File: src/rtl/mul2_loader.sv
// mul2_loader: collects a 64-element stream into four 4x4 matrices for the
// matrix-squaring multiplier, pulses en_mul for one cycle once a well-framed
// frame is complete, then marks the cycle in which squared results are valid.
//
// Handshake: an element transfers on a rising edge when in_valid && in_ready
// are both high (and clr is low); in_ready depends only on state and reset,
// never on in_valid, so the producer may hold in_valid high across stalls.
module mul2_loader #(
    parameter int DW = 26
) (
    input  logic             clk_ld,
    input  logic             rst_ld,
    input  logic             clr,
    input  logic             in_valid,
    input  logic [DW-1:0]    in_data,
    input  logic             in_last,
    output logic             in_ready,
    output logic [64*DW-1:0] mat,
    output logic             en_mul,
    output logic             res_valid,
    output logic             err,
    output logic [15:0]      frame_cnt,
    output logic [1:0]       dbg_state
);

    typedef enum logic [1:0] {
        LOAD = 2'd0,
        FIRE = 2'd1,
        RES  = 2'd2
    } state_e;

    state_e             state_q, state_d;
    logic [5:0]         idx_q, idx_d;
    logic [64*DW-1:0]   mat_q;
    logic               en_mul_q, res_valid_q, err_q, err_d;
    logic [15:0]        frame_cnt_q, frame_cnt_d;
    logic               wr_en;
    logic               accept;

    // Ready only while collecting, and held low while reset is applied.
    assign in_ready = (state_q == LOAD) && !rst_ld;
    assign accept   = in_valid && in_ready;

    // Next-state, slot index, framing error and frame counter decode.
    always_comb begin
        state_d     = state_q;
        idx_d       = idx_q;
        err_d       = 1'b0;
        frame_cnt_d = frame_cnt_q;
        wr_en       = 1'b0;
        if (clr) begin
            // Flush wins over everything: no write, no error, no count.
            state_d = LOAD;
            idx_d   = 6'd0;
        end else begin
            case (state_q)
                LOAD: begin
                    if (accept) begin
                        wr_en = 1'b1;
                        if (idx_q == 6'd63 && in_last) begin
                            state_d = FIRE;
                            idx_d   = 6'd0;
                        end else if (in_last || idx_q == 6'd63) begin
                            // Short frame or missing last marker: drop it.
                            err_d = 1'b1;
                            idx_d = 6'd0;
                        end else begin
                            idx_d = idx_q + 6'd1;
                        end
                    end
                end
                FIRE: state_d = RES;
                RES: begin
                    state_d     = LOAD;
                    frame_cnt_d = frame_cnt_q + 16'd1;
                end
                default: state_d = LOAD;
            endcase
        end
    end

    // Control registers; pulse outputs are registered copies of the next state.
    always_ff @(posedge clk_ld or posedge rst_ld) begin
        if (rst_ld) begin
            state_q     <= LOAD;
            idx_q       <= 6'd0;
            en_mul_q    <= 1'b0;
            res_valid_q <= 1'b0;
            err_q       <= 1'b0;
            frame_cnt_q <= 16'd0;
        end else begin
            state_q     <= state_d;
            idx_q       <= idx_d;
            en_mul_q    <= (state_d == FIRE);
            res_valid_q <= (state_d == RES);
            err_q       <= err_d;
            frame_cnt_q <= frame_cnt_d;
        end
    end

    // Matrix storage: the accepted element lands bit-exact in slot idx.
    always_ff @(posedge clk_ld or posedge rst_ld) begin
        if (rst_ld) begin
            mat_q <= '0;
        end else begin
            for (int s = 0; s < 64; s++) begin
                if (wr_en && idx_q == 6'(s)) begin
                    mat_q[DW*s +: DW] <= in_data;
                end
            end
        end
    end

    assign mat       = mat_q;
    assign en_mul    = en_mul_q;
    assign res_valid = res_valid_q;
    assign err       = err_q;
    assign frame_cnt = frame_cnt_q;
    assign dbg_state = state_q;

endmodule

File: config.mk
export PLATFORM = sky130hd
export DESIGN_NAME = mul2_loader
export DESIGN_NICKNAME = d
export VERILOG_FILES = /design/src/rtl/mul2_loader.sv
export SDC_FILE = /design/constraint.sdc
export NUM_CORES = 2
export LEC_CHECK = 0
export ABC_AREA = 1
export CELL_PAD_IN_SITES_DETAIL_PLACEMENT = 0
export CELL_PAD_IN_SITES_GLOBAL_PLACEMENT = 2
export CORE_AREA = 8 8 657 659
export CTS_CLUSTER_DIAMETER = 150
export DETAILED_ROUTE_END_ITERATION = 10
export DIE_AREA = 0 0 665 667
export PLACE_DENSITY_LB_ADDON = 0.1
export SYNTH_ARGS = -nofsm -noshare
export SYNTH_HDL_FRONTEND = slang
export SYNTH_SLANG_ARGS = --single-unit
File: constraint.sdc
create_clock -name clk_ld -period 116.5 [get_ports clk_ld]
set_input_delay 34.95 -clock clk_ld [delete_from_list [all_inputs] [get_ports clk_ld]]
set_output_delay 34.95 -clock clk_ld [all_outputs]
set_load 0.01 [all_outputs]
==> impl_metrics.yaml <==
die:
  fp-row-count: 239
  fp.dieW_um: 665
  ios: 1717
  core_area_mm2: 0.4216
  start_util_pct: 14.29
  fp.dieH_um: 667
  dieArea_mm2: 0.4436
global_routing:
  antenna_found_initial: 41
  grt_pass1_vias: 48321
  grt_pass1_wl_um: 509600
  track_usage_pct: 16.99
  grt_max_degree: 157
  grt_remaining_overflow: 0
job:
  maxCapViolations: 0
setup_path:
  startpoint_type: "input pin"
  path_max_fanout: 2
  cp_common_cell: "clkdlybuf4s50_1"
  path_cells: "clkdlybuf4s50_1, nor3_1, clkdlybuf4s50_1"
  endpoint_kind: "output port"
  cp_slowest_cell: "nor3_1"
  worstPathRequired_ps: 81550
  criticalPathCategory: "input pin to output port"
  cpPeakStageDelay_ps: 910
  arrival_ps: 37250
synthesis:
  synth_seq_area_share_pct: 70.21
  ys_seq_elements: 1691
  synth_nets: 5851
  syn_area_mm2: 0.06027
  synth_area_leader_cell: "dfrtp_1"
  synth_top_cell_area_share_pct: 70.21
  synth_area_leaders: "dfrtp_1 70%, o21ai_0 11%, nand2_1 9.4%"
  yosysUniqueCellTypes: 26
  synthCells: 5813
  syn_area_per_cell_um2: 10.37
  yosys_warnings: 0
timing:
  setup_tns_ps: 0
  fmax_mhz: 13.85
  setup_slack_ps: 44300
  setup-violations-final: 0
  worstMarginPinSlew_ps: 1253
  slew_viol_final: 0
  slew-limit-headroom_pct: 16.50
  grt_setup_unrepaired: "false"
  finalCritPeriodShare_pct: 61.98
  whs_ps: 481.6
  hold_viol: 0
  min_period_ps: 72200
  skew_ps: 74.73
route:
  drt_iter0_drc: 3257
  remaining_drc_errors: 0
  wl_per_cell_um: 29.93
  routed_via_density: 3.653
  dr.pass1.iters: 5
  antenna_left: 0
  via_count: 47991
  wl_um: 393300
clocking:
  cts_made_buffers: 225
  clk_path_buf_depth: 4
  post_cts_resized: 0
  htree_levels: 4
  cts_tree: "built"
  hold_buffers: 0
  clkTransAtPathRegs_ps: 50
  cts_root_buf: "clkbuf_16"
  clock_sinks: 1691
  clk_latency_ps: 960
  cts_setup_buffers: 0
finish:
  fin_cells: 13139
  drive_gt1_share_pct: 7.501
  layout_commonest_cell: "clkdlybuf4s50_1"
  final_cell_area_mm2: 0.09114
  ff_latch_area_mm2: 0.04232
  num-fill-cells: 45923
  syn_to_final_growth_pct: 51.22
  multiInputGateArea_mm2: 0.01590
  post-route-util_pct: 21.62
  final_cell_mix: "1716 x clkdlybuf4s50_1, 1691 x dfrtp_1, 1461 x nand2_1"
  fin_nets: 7430
placed_design:
  pre_cts_ws_ps: 44140
  post-dp-hpwl_um: 272000
  dp_cells: 12708
  port_buffers: 1716
  gp_congestion: 0.7492
  dpl-instance-area_mm2: 0.08366
power:
  p_per_area_mw_per_mm2: 15.02
  total_power_mw: 1.369
  power_leakage_nw: 38.55
  vdd_ir_drop_max_mv: 0.01230
hold_path:
  min_path_type: "register to register"
run_status:
  status: "complete, no violations"
synth_stat cells (all sizes together):
cell type,count
nor2,319
clkinv,26
xnor2,6
a21oi,260
o31ai,1
nor3,10
dfrtp,1691
buf,63
mux2,1
inv,58
clkbuf,420
nand3b,2
nand2,1512
nand4,7
ha,7
xor2,3
nand3,14
o21ai,1413
sequential cells by signal (all words and copies together) (netlist names):
signal / cells
err: 1
idx_q: 6
res_valid: 1
frame_cnt: 16
mat: 1664
dbg_state: 2
en_mul: 1
layer usage:
layer	wire length, um	global-route usage (%)	up-vias
met3	30930	5.774	354
li1	-	-	22222
met5	0	0	-
met1	142000	17.99	24001
met2	207300	31.74	1414
met4	12990	4.929	0
power by group:
| part | internal, mW | switching [mW] | leakage (nW) |
|---|---|---|---|
| sequential | 0.593 | 0.00291 | 23.4 |
| clock | 0.420 | 0.293 | 3.67 |
| combinational | 0.0131 | 0.0472 | 11.5 |
worst paths after layout:
path                            cells after the start  endpoint         start  slack, ps
worst max-delay path                                3  in_ready        rst_ld      44300
worst min-delay path                                2   mat[32]       mat[32]        480
worst max register to register                      6  mat[942]  dbg_state[1]     112950
worst min register to register                      2   mat[32]       mat[32]        480
max in group asynchronous                           6  mat[790]        rst_ld      78300
min in group asynchronous                           2  mat[149]        rst_ld      34700
cells by family (layout without fill, tap and decap cells):
| kind of cell | count (synthesis) | after routing | synth area share (%) |
|---|---|---|---|
| flip-flops | 1691 | 1691 | 70.21 |
| adder cells (fa/ha/maj) | 7 | 7 | 0.1453 |
| other | 0 | 24 | 0 |
| AND/OR/NAND/NOR | 1864 | 1864 | 11.91 |
| buffers and inverters | 567 | 2326 | 3.683 |
| multiplexers | 1 | 1 | 0.01868 |
| AO/OA/AOI/OAI | 1674 | 1674 | 13.90 |
| XOR/XNOR | 9 | 9 | 0.1308 |
area by class of cell:
| type | count | area share, % |
|---|---|---|
| antenna | 24 | 0.06589 |
| sequential | 1691 | 46.43 |
| clock buffer | 346 | 7.291 |
| multi-input combinational | 3555 | 17.45 |
| timing repair buffer | 1835 | 19.87 |
| tap | 5543 | 7.609 |
| inverter | 84 | 0.4338 |
| clock inverter | 61 | 0.8580 |
critical path, delay by kind of cell:
family	cells	cell delay, ps
buffers and inverters	2	1370
AND/OR/NAND/NOR	1	910
(Power assumes the default switching activity.)
